## config.mk

```make
export PLATFORM = sky130hd
export DESIGN_NAME = optimum_setpoint_controller_flat
export DESIGN_NICKNAME = d
export VERILOG_FILES = /design/src/rtl/optset_pkg.sv /design/src/rtl/optimum_setpoint_controller_if.sv /design/src/rtl/optset_zone.sv /design/src/rtl/optimum_setpoint_controller.sv /design/src/flat_wrapper.sv
export SDC_FILE = /design/constraint.sdc
export NUM_CORES = 1
export LEC_CHECK = 0
export CORE_MARGIN = 2
export CORE_UTILIZATION = 50
export CTS_BUF_LIST = sky130_fd_sc_hd__clkbuf_4
export DETAILED_ROUTE_END_ITERATION = 10
export PLACE_DENSITY = 0.76
export SYNTH_ARGS = -nofsm -noshare
export SYNTH_HDL_FRONTEND = slang
export SYNTH_SLANG_ARGS = --single-unit
```

## constraint.sdc

```tcl
create_clock -name Clock -period 3.79 [get_ports Clock]
set_input_delay 0.9475 -clock Clock [delete_from_list [all_inputs] [get_ports Clock]]
set_output_delay 0.9475 -clock Clock [all_outputs]
set_load 0.02 [all_outputs]
```

## src/rtl/optset_pkg.sv

```systemverilog
// Shared types, band thresholds/targets and BCD helpers for the optimum setpoint controller.
package optset_pkg;

   typedef enum logic [2:0] {
      BAND_OFF,
      BAND_LOW,
      BAND_MED,
      BAND_HIGH,
      BAND_FULL
   } band_t;

   localparam logic [6:0] LB_LOW  = 7'd1;
   localparam logic [6:0] LB_MED  = 7'd15;
   localparam logic [6:0] LB_HIGH = 7'd25;
   localparam logic [6:0] LB_FULL = 7'd35;

   localparam logic [4:0] TGT_OFF  = 5'd0;
   localparam logic [4:0] TGT_LOW  = 5'd26;
   localparam logic [4:0] TGT_MED  = 5'd24;
   localparam logic [4:0] TGT_HIGH = 5'd22;
   localparam logic [4:0] TGT_FULL = 5'd20;

   function automatic logic [6:0] bcd_to_bin(input logic [3:0] tens, input logic [3:0] ones);
      return 7'(tens) * 7'd10 + 7'(ones);
   endfunction

   // Only ever called with values 0..26, so two tens comparisons suffice.
   function automatic logic [7:0] bin_to_bcd(input logic [4:0] v);
      logic [3:0] t;
      logic [3:0] o;
      t = (v >= 5'd30) ? 4'd3 : (v >= 5'd20) ? 4'd2 : (v >= 5'd10) ? 4'd1 : 4'd0;
      o = 4'(v - 5'(t) * 5'd10);
      return {t, o};
   endfunction

   function automatic band_t band_of(input logic [6:0] count);
      if (count < LB_LOW)       return BAND_OFF;
      else if (count < LB_MED)  return BAND_LOW;
      else if (count < LB_HIGH) return BAND_MED;
      else if (count < LB_FULL) return BAND_HIGH;
      else                      return BAND_FULL;
   endfunction

   function automatic logic [6:0] lower_bound(input band_t b);
      case (b)
         BAND_LOW:  return LB_LOW;
         BAND_MED:  return LB_MED;
         BAND_HIGH: return LB_HIGH;
         BAND_FULL: return LB_FULL;
         default:   return 7'd0;
      endcase
   endfunction

   function automatic logic [4:0] target_of(input band_t b);
      case (b)
         BAND_LOW:  return TGT_LOW;
         BAND_MED:  return TGT_MED;
         BAND_HIGH: return TGT_HIGH;
         BAND_FULL: return TGT_FULL;
         default:   return TGT_OFF;
      endcase
   endfunction

endpackage

```

## src/rtl/optimum_setpoint_controller_if.sv

```systemverilog
// Per-zone count inputs, shared selector and setpoint display outputs of the controller.
interface optimum_setpoint_controller_if #(parameter int NUM_ZONES = 2);

   logic [7:0]             Selector;
   logic [4*NUM_ZONES-1:0] PersonTens;
   logic [4*NUM_ZONES-1:0] PersonOnes;
   logic [4*NUM_ZONES-1:0] TempTens;
   logic [4*NUM_ZONES-1:0] TempOnes;
   logic [NUM_ZONES-1:0]   Settled;
   logic [NUM_ZONES-1:0]   BcdError;

   modport master (
      output Selector, PersonTens, PersonOnes,
      input  TempTens, TempOnes, Settled, BcdError
   );

   modport slave (
      input  Selector, PersonTens, PersonOnes,
      output TempTens, TempOnes, Settled, BcdError
   );

endinterface

```

## src/rtl/optset_zone.sv

```systemverilog
// One zone: count debounce, occupancy band FSM and setpoint ramp.
// OPTSET_HYSTERESIS_EN adds hysteresis to downward band moves.
module optset_zone
   import optset_pkg::*;
#(
   parameter int STABLE_CYCLES = 4,
   parameter int RAMP_CYCLES   = 8,
   parameter int HYST          = 2
) (
   input  logic       clk,
   input  logic       rst_n,
   input  logic       sample_en,
   input  logic [3:0] tens,
   input  logic [3:0] ones,
   output logic [3:0] temp_tens,
   output logic [3:0] temp_ones,
   output logic       settled,
   output logic       bcd_error
);

   localparam int SW = $clog2(STABLE_CYCLES + 1);
   localparam int RW = (RAMP_CYCLES > 1) ? $clog2(RAMP_CYCLES) : 1;

   if (STABLE_CYCLES < 1 || RAMP_CYCLES < 1 || HYST < 0) begin : g_bad_param
      $error("optset_zone: illegal parameter value");
   end

   logic [6:0]    cand;
   logic [6:0]    committed;
   logic [SW-1:0] stab_cnt;
   logic [SW-1:0] stab_next;
   band_t         band;
   band_t         band_next;
   logic [4:0]    cur;
   logic [4:0]    target;
   logic [RW-1:0] ramp_cnt;
   logic          digits_ok;
   logic [6:0]    sample;

   assign digits_ok = (tens <= 4'd9) && (ones <= 4'd9);
   assign sample    = bcd_to_bin(tens, ones);
   assign target    = target_of(band);

   // NOTE: every always_comb output gets a default first so no path can infer a latch.
   always_comb begin
      stab_next = stab_cnt;
      if (sample != cand)
         stab_next = SW'(1);
      else if (stab_cnt != SW'(STABLE_CYCLES))
         stab_next = stab_cnt + SW'(1);
   end

`ifdef OPTSET_HYSTERESIS_EN
   band_t raw_band;

   // Upward moves are immediate; downward ones need the count to drop HYST below the band floor.
   always_comb begin
      raw_band  = band_of(committed);
      band_next = band;
      if (committed == 7'd0)
         band_next = BAND_OFF;
      else if (raw_band > band)
         band_next = raw_band;
      else if (raw_band < band && int'(committed) < int'(lower_bound(band)) - HYST)
         band_next = raw_band;
   end
`else
   always_comb begin
      band_next = band_of(committed);
   end
`endif

   // NOTE: state registers use non-blocking assignments; reset is sampled on the clock edge.
   always_ff @(posedge clk) begin
      if (!rst_n) begin
         cand      <= '0;
         committed <= '0;
         stab_cnt  <= '0;
         band      <= BAND_OFF;
         cur       <= '0;
         ramp_cnt  <= '0;
         bcd_error <= 1'b0;
      end else begin
         bcd_error <= sample_en && !digits_ok;
         if (sample_en && digits_ok) begin
            cand     <= sample;
            stab_cnt <= stab_next;
            if (stab_next == SW'(STABLE_CYCLES))
               committed <= sample;
         end

         band <= band_next;

         // A step on the same edge as a band change still moves toward the old target.
         if (target == 5'd0) begin
            cur      <= '0;
            ramp_cnt <= '0;
         end else if (cur == 5'd0) begin
            cur      <= target;
            ramp_cnt <= '0;
         end else if (cur == target) begin
            ramp_cnt <= '0;
         end else if (ramp_cnt == RW'(RAMP_CYCLES - 1)) begin
            cur      <= (cur > target) ? cur - 5'd1 : cur + 5'd1;
            ramp_cnt <= '0;
         end else if (band_next != band) begin
            ramp_cnt <= '0;
         end else begin
            ramp_cnt <= ramp_cnt + RW'(1);
         end
      end
   end

   assign {temp_tens, temp_ones} = bin_to_bcd(cur);
   assign settled = (cur == target) && (cand == committed);

endmodule

```

## src/rtl/optimum_setpoint_controller.sv

```systemverilog
// Multi-zone occupancy-to-setpoint controller; one optset_zone per room, shared selector decode.
// Build option: OPTSET_HYSTERESIS_EN enables band hysteresis in every zone.
module optimum_setpoint_controller #(
   parameter int NUM_ZONES     = 2,
   parameter int SEL_CODE      = 3,
   parameter int STABLE_CYCLES = 4,
   parameter int RAMP_CYCLES   = 8,
   parameter int HYST          = 2
) (
   input logic Clock,
   input logic Reset_n,
   optimum_setpoint_controller_if.slave bus
);

   logic sample_en;

   assign sample_en = (bus.Selector == 8'(SEL_CODE));

   for (genvar z = 0; z < NUM_ZONES; z++) begin : g_zone
      optset_zone #(
         .STABLE_CYCLES(STABLE_CYCLES),
         .RAMP_CYCLES  (RAMP_CYCLES),
         .HYST         (HYST)
      ) u_zone (
         .clk      (Clock),
         .rst_n    (Reset_n),
         .sample_en(sample_en),
         .tens     (bus.PersonTens[4*z +: 4]),
         .ones     (bus.PersonOnes[4*z +: 4]),
         .temp_tens(bus.TempTens[4*z +: 4]),
         .temp_ones(bus.TempOnes[4*z +: 4]),
         .settled  (bus.Settled[z]),
         .bcd_error(bus.BcdError[z])
      );
   end

endmodule
```

## src/flat_wrapper.sv

```systemverilog
// flat-port wrapper written by rule: the top's interface ports become plain ports
module optimum_setpoint_controller_flat 
#(
   parameter int NUM_ZONES     = 2,
   parameter int SEL_CODE      = 3,
   parameter int STABLE_CYCLES = 4,
   parameter int RAMP_CYCLES   = 8,
   parameter int HYST          = 2
)
  (Clock, Reset_n, bus_Selector, bus_PersonTens, bus_PersonOnes, bus_TempTens, bus_TempOnes, bus_Settled, bus_BcdError);
  optimum_setpoint_controller_if #(.NUM_ZONES(NUM_ZONES)) bus_i ();
  input logic Clock;
  input logic Reset_n;
  input wire logic [$bits(bus_i.Selector)-1:0] bus_Selector;
  input wire logic [$bits(bus_i.PersonTens)-1:0] bus_PersonTens;
  input wire logic [$bits(bus_i.PersonOnes)-1:0] bus_PersonOnes;
  output wire logic [$bits(bus_i.TempTens)-1:0] bus_TempTens;
  output wire logic [$bits(bus_i.TempOnes)-1:0] bus_TempOnes;
  output wire logic [$bits(bus_i.Settled)-1:0] bus_Settled;
  output wire logic [$bits(bus_i.BcdError)-1:0] bus_BcdError;
  assign bus_i.Selector = bus_Selector;
  assign bus_i.PersonTens = bus_PersonTens;
  assign bus_i.PersonOnes = bus_PersonOnes;
  assign bus_TempTens = bus_i.TempTens;
  assign bus_TempOnes = bus_i.TempOnes;
  assign bus_Settled = bus_i.Settled;
  assign bus_BcdError = bus_i.BcdError;
  optimum_setpoint_controller #(.NUM_ZONES(NUM_ZONES), .SEL_CODE(SEL_CODE), .STABLE_CYCLES(STABLE_CYCLES), .RAMP_CYCLES(RAMP_CYCLES), .HYST(HYST)) u_core (.Clock(Clock), .Reset_n(Reset_n), .bus(bus_i));
endmodule
```

==> results.sh <==
export IMPL_postSynthAreaPerCell_um2=8.55
export IMPL_hpwl_um=6780
export IMPL_syn_inst=502
export IMPL_worst_pin_slew_ns=0.732
export IMPL_nNetsFinal=616
export IMPL_vias_per_cell=5.53
export IMPL_ios=46
export IMPL_synth_edf_count=0
export IMPL_startpoint="u_core.g_zone[1].u_zone.band[0]"
export IMPL_grt_max_degree=31
export IMPL_outcome="finished clean"
export IMPL_vdd_drop_max_v=0.000156
export IMPL_totalNegativeSetupSlack_ns=0
export IMPL_fp_coreArea_um2=8260
export IMPL_crit_end="u_core.g_zone[1].u_zone.cur[4]"
export IMPL_clock_fmax_ghz=0.280
export IMPL_reg2reg_from="u_core.g_zone[1].u_zone.band[0]"
export IMPL_cts_root_buffer="clkbuf_4"
export IMPL_cap_violations=0
export IMPL_cts_tree="yes"
export IMPL_route_detailed_drc=0
export IMPL_yosys_warnings=0
export IMPL_ff2ff_path_depth=15
export IMPL_ys_dominant_reg_cell="dfxtp_1"
export IMPL_fin_crit_ns=3.58
export IMPL_yosys_top_cells_area="dfxtp_1 (27%), ha_1 (10%), xnor2_1 (7.8%), nand2_1 (5.3%), mux2i_1 (4.0%)"
export IMPL_slew_viol_final=0
export IMPL_grt_setup_unrepaired="no"
export IMPL_overflow=0
export IMPL_cts_htree_levels=3
export IMPL_nFillCells=729
export IMPL_dieArea_um2=9340
export IMPL_post_cts_buffers=0
export IMPL_rows=33
export IMPL_cp_required_ns=4.08
export IMPL_grt_util_all_layers=0.197
export IMPL_synth_seq_cells=58
export IMPL_clkSinkCount=58
export IMPL_die_w_um=96.6
export IMPL_start_kind="flop"
export IMPL_wirelength_um=8800
export IMPL_place_inst=642
export IMPL_final_antenna_net_count=0
export IMPL_drive_gt1_frac=0.0958
export IMPL_cts_buffers=9
export IMPL_path_clk_slew_ns=0.10
export IMPL_start_util=0.520
export IMPL_reg2reg_slack_ns=0.21
export IMPL_antennaDiodeCount=0
export IMPL_leakage_uw=0.00207
export IMPL_setup_viol=0
export IMPL_fin_crit_sh=0.943
export IMPL_clock_skew_ns=0.0166
export IMPL_grt_pass1_wl_um=15800
export IMPL_slew_headroom=0.511
export IMPL_fin_cells=658
export IMPL_endpoint_kind="flop"
export IMPL_r2r_end="u_core.g_zone[1].u_zone.cur[4]"
export IMPL_syn2layout_area_growth_pct=15.8
export IMPL_hold_violations=0
export IMPL_worstSetupPathType="reg -> reg"
export IMPL_gp_congestion=0.865
export IMPL_ys_types=67
export IMPL_drtIter0Drc=84
export IMPL_syn_area_um2=4290
export IMPL_synthArstFlopShare=0
export IMPL_clk_path_buf_depth=2
export IMPL_hold_depth=1
export IMPL_yosysTopAreaCellShare=0.271
export IMPL_ys_seq_area_frac=0.271
export IMPL_synth_top_area_cell="dfxtp_1"
export IMPL_dr_pass1_iters=4
export IMPL_path_max_fanout=4
export IMPL_insertion_delay_ns=0.40
export IMPL_grt_antenna_before_repair=0
export IMPL_crit_arrival_ns=3.87
export IMPL_dr_total_vias=3642
export IMPL_grt_pass1_vias=3631
export IMPL_io_buffer_count=41
export IMPL_routedWlPerCell_um=13.4
export IMPL_cts_hold_buf=0
export IMPL_powerDensity_nw_per_um2=249
export IMPL_hold_path_class="reg -> reg"
export IMPL_die_y_um=96.6
==> synthesized netlist by cell type (all sizes together), types with 3 or more instances <==
cell type,instances
ha,35
nor3b,3
mux2,3
o21ai,31
a211oi,13
o211a,3
fa,7
mux2i,17
nand4,7
nor4,5
and3,8
a21o,5
a21oi,27
o21a,3
inv,25
maj3,3
nand2b,3
nand3,5
buf,18
nor3,11
a31oi,6
dfxtp,58
nor2b,8
clkbuf,7
xnor2,39
xor2,18
nand2,61
nor2,37
==> through the flow <==
stage	area, µm²	setup WS [ns]	hold slack, ns	utilization	power, µW
3_3_place_gp	4820	0.107	0.414	0.584	819
2_1_floorplan	4300	0.343	0.405	-	763
5_1_grt	4970	0.0234	0.461	0.602	1300
3_5_place_dp	4820	-0.0197	0.424	0.584	824
4_1_cts	4950	0.0339	0.442	0.599	1250
6_report	4970	0.214	0.438	0.602	1240
==> placed cells by master (no fill, tap or decap), types with 4 or more instances in the layout <==
cell type | Yosys | layout
nor3_1 | 9 | 9
nand3_1 | 5 | 5
fa_1 | 7 | 7
o21ai_1 | 2 | 4
a21o_1 | 5 | 5
ha_1 | 35 | 35
clkbuf_4 | 0 | 9
conb_1 | 1 | 4
buf_4 | 11 | 16
a21oi_1 | 27 | 27
mux2i_1 | 17 | 17
o21ai_0 | 27 | 25
a31oi_1 | 6 | 6
clkdlybuf4s50_1 | 0 | 36
and3_1 | 8 | 8
nor2b_1 | 8 | 7
nand4_1 | 7 | 7
xor2_1 | 18 | 18
a211oi_1 | 10 | 10
inv_1 | 24 | 24
dfxtp_1 | 58 | 57
xnor2_1 | 38 | 38
nor2_1 | 35 | 35
nor4_1 | 5 | 5
nand2_1 | 61 | 61
==> timing repair <==
item                       4_1_cts  5_1_grt
resized for setup                3        8
setup endpoints to repair        4        5
pin swaps                        0        0
==> registers in the layout, indices dropped and copies added (netlist names) <==
name,flops
u_core.g_zone.u_zone.cand,14
u_core.g_zone.u_zone.committed,14
u_core.g_zone.u_zone.cur,10
u_core.g_zone.u_zone.band,6
u_core.g_zone.u_zone.ramp_cnt,6
u_core.g_zone.u_zone.stab_cnt,6
u_core.g_zone.u_zone.bcd_error,2
==> report_power, final <==
part           leakage (µW)  switching [µW]  internal [µW]
Sequential         0.000467           0.313            609
Combinational       0.00153             106           93.8
Clock             0.0000722             234            194
==> worst max-delay path, cell delays in order (launching register included) <==
cell      delay [ns]
dfxtp_1         0.36
nor2b_1         0.16
a22oi_1         0.26
ha_1            0.31
nor2b_1         0.14
o21ai_1         0.19
nor2b_4         0.22
o21ai_0         0.10
nand2_1         0.10
o31ai_2         0.11
fa_1            0.42
a21o_1          0.19
a21oi_1         0.22
mux2_2          0.36
o221ai_1        0.23
a31oi_1         0.11
==> how the worst min path moves through the flow <==
stage,startpoint,end
floorplan,u_core.g_zone[0].u_zone.ramp_cnt[0],u_core.g_zone[0].u_zone.ramp_cnt[0]
global placement,u_core.g_zone[1].u_zone.ramp_cnt[0],u_core.g_zone[1].u_zone.ramp_cnt[0]
detailed placement,u_core.g_zone[0].u_zone.ramp_cnt[0],u_core.g_zone[0].u_zone.ramp_cnt[0]
CTS,u_core.g_zone[0].u_zone.ramp_cnt[0],u_core.g_zone[0].u_zone.ramp_cnt[0]
global route,u_core.g_zone[0].u_zone.ramp_cnt[0],u_core.g_zone[0].u_zone.ramp_cnt[0]
finish,u_core.g_zone[0].u_zone.ramp_cnt[0],u_core.g_zone[0].u_zone.ramp_cnt[0]
==> layer usage <==
| layer | up-vias | wire length, µm | track usage | part of all wire |
|---|---|---|---|---|
| li1 | 1850 | - | - | - |
| met3 | 13 | 349 | 0.0419 | 0.040 |
| met2 | 85 | 4350 | 0.338 | 0.49 |
| met4 | 0 | 97 | 0.0639 | 0.011 |
| met1 | 1694 | 4010 | 0.246 | 0.46 |
| met5 | - | 0 | 0 | 0 |
==> area by class of cell <==
type | count | area (µm²) | share of cell area
multi-input cells | 397 | 2920 | 0.587
flip-flops and latches | 58 | 1160 | 0.234
repair buffers | 57 | 536 | 0.108
well taps | 105 | 131 | 0.0264
inverters | 25 | 93.8 | 0.0189
clock buffers | 9 | 67.6 | 0.0136
clock inverters | 7 | 60.1 | 0.0121
==> kinds of logic (layout without fill, tap and decap cells) <==
kind of cell               after synthesis  in the layout  share of synthesized area
and+or+nand+nor                        164            164                      0.196
AOI/OAI and AO/OA                      105            105                      0.160
xor gates and xnor gates                59             59                      0.129
DFF                                     58             58                      0.271
buffers and inverters                   50             98                     0.0551
adders and majority gates               45             45                      0.142
muxes                                   20             20                     0.0475
other                                    1              4                   0.000874
Note: power is estimated with default switching activity, not from simulation.
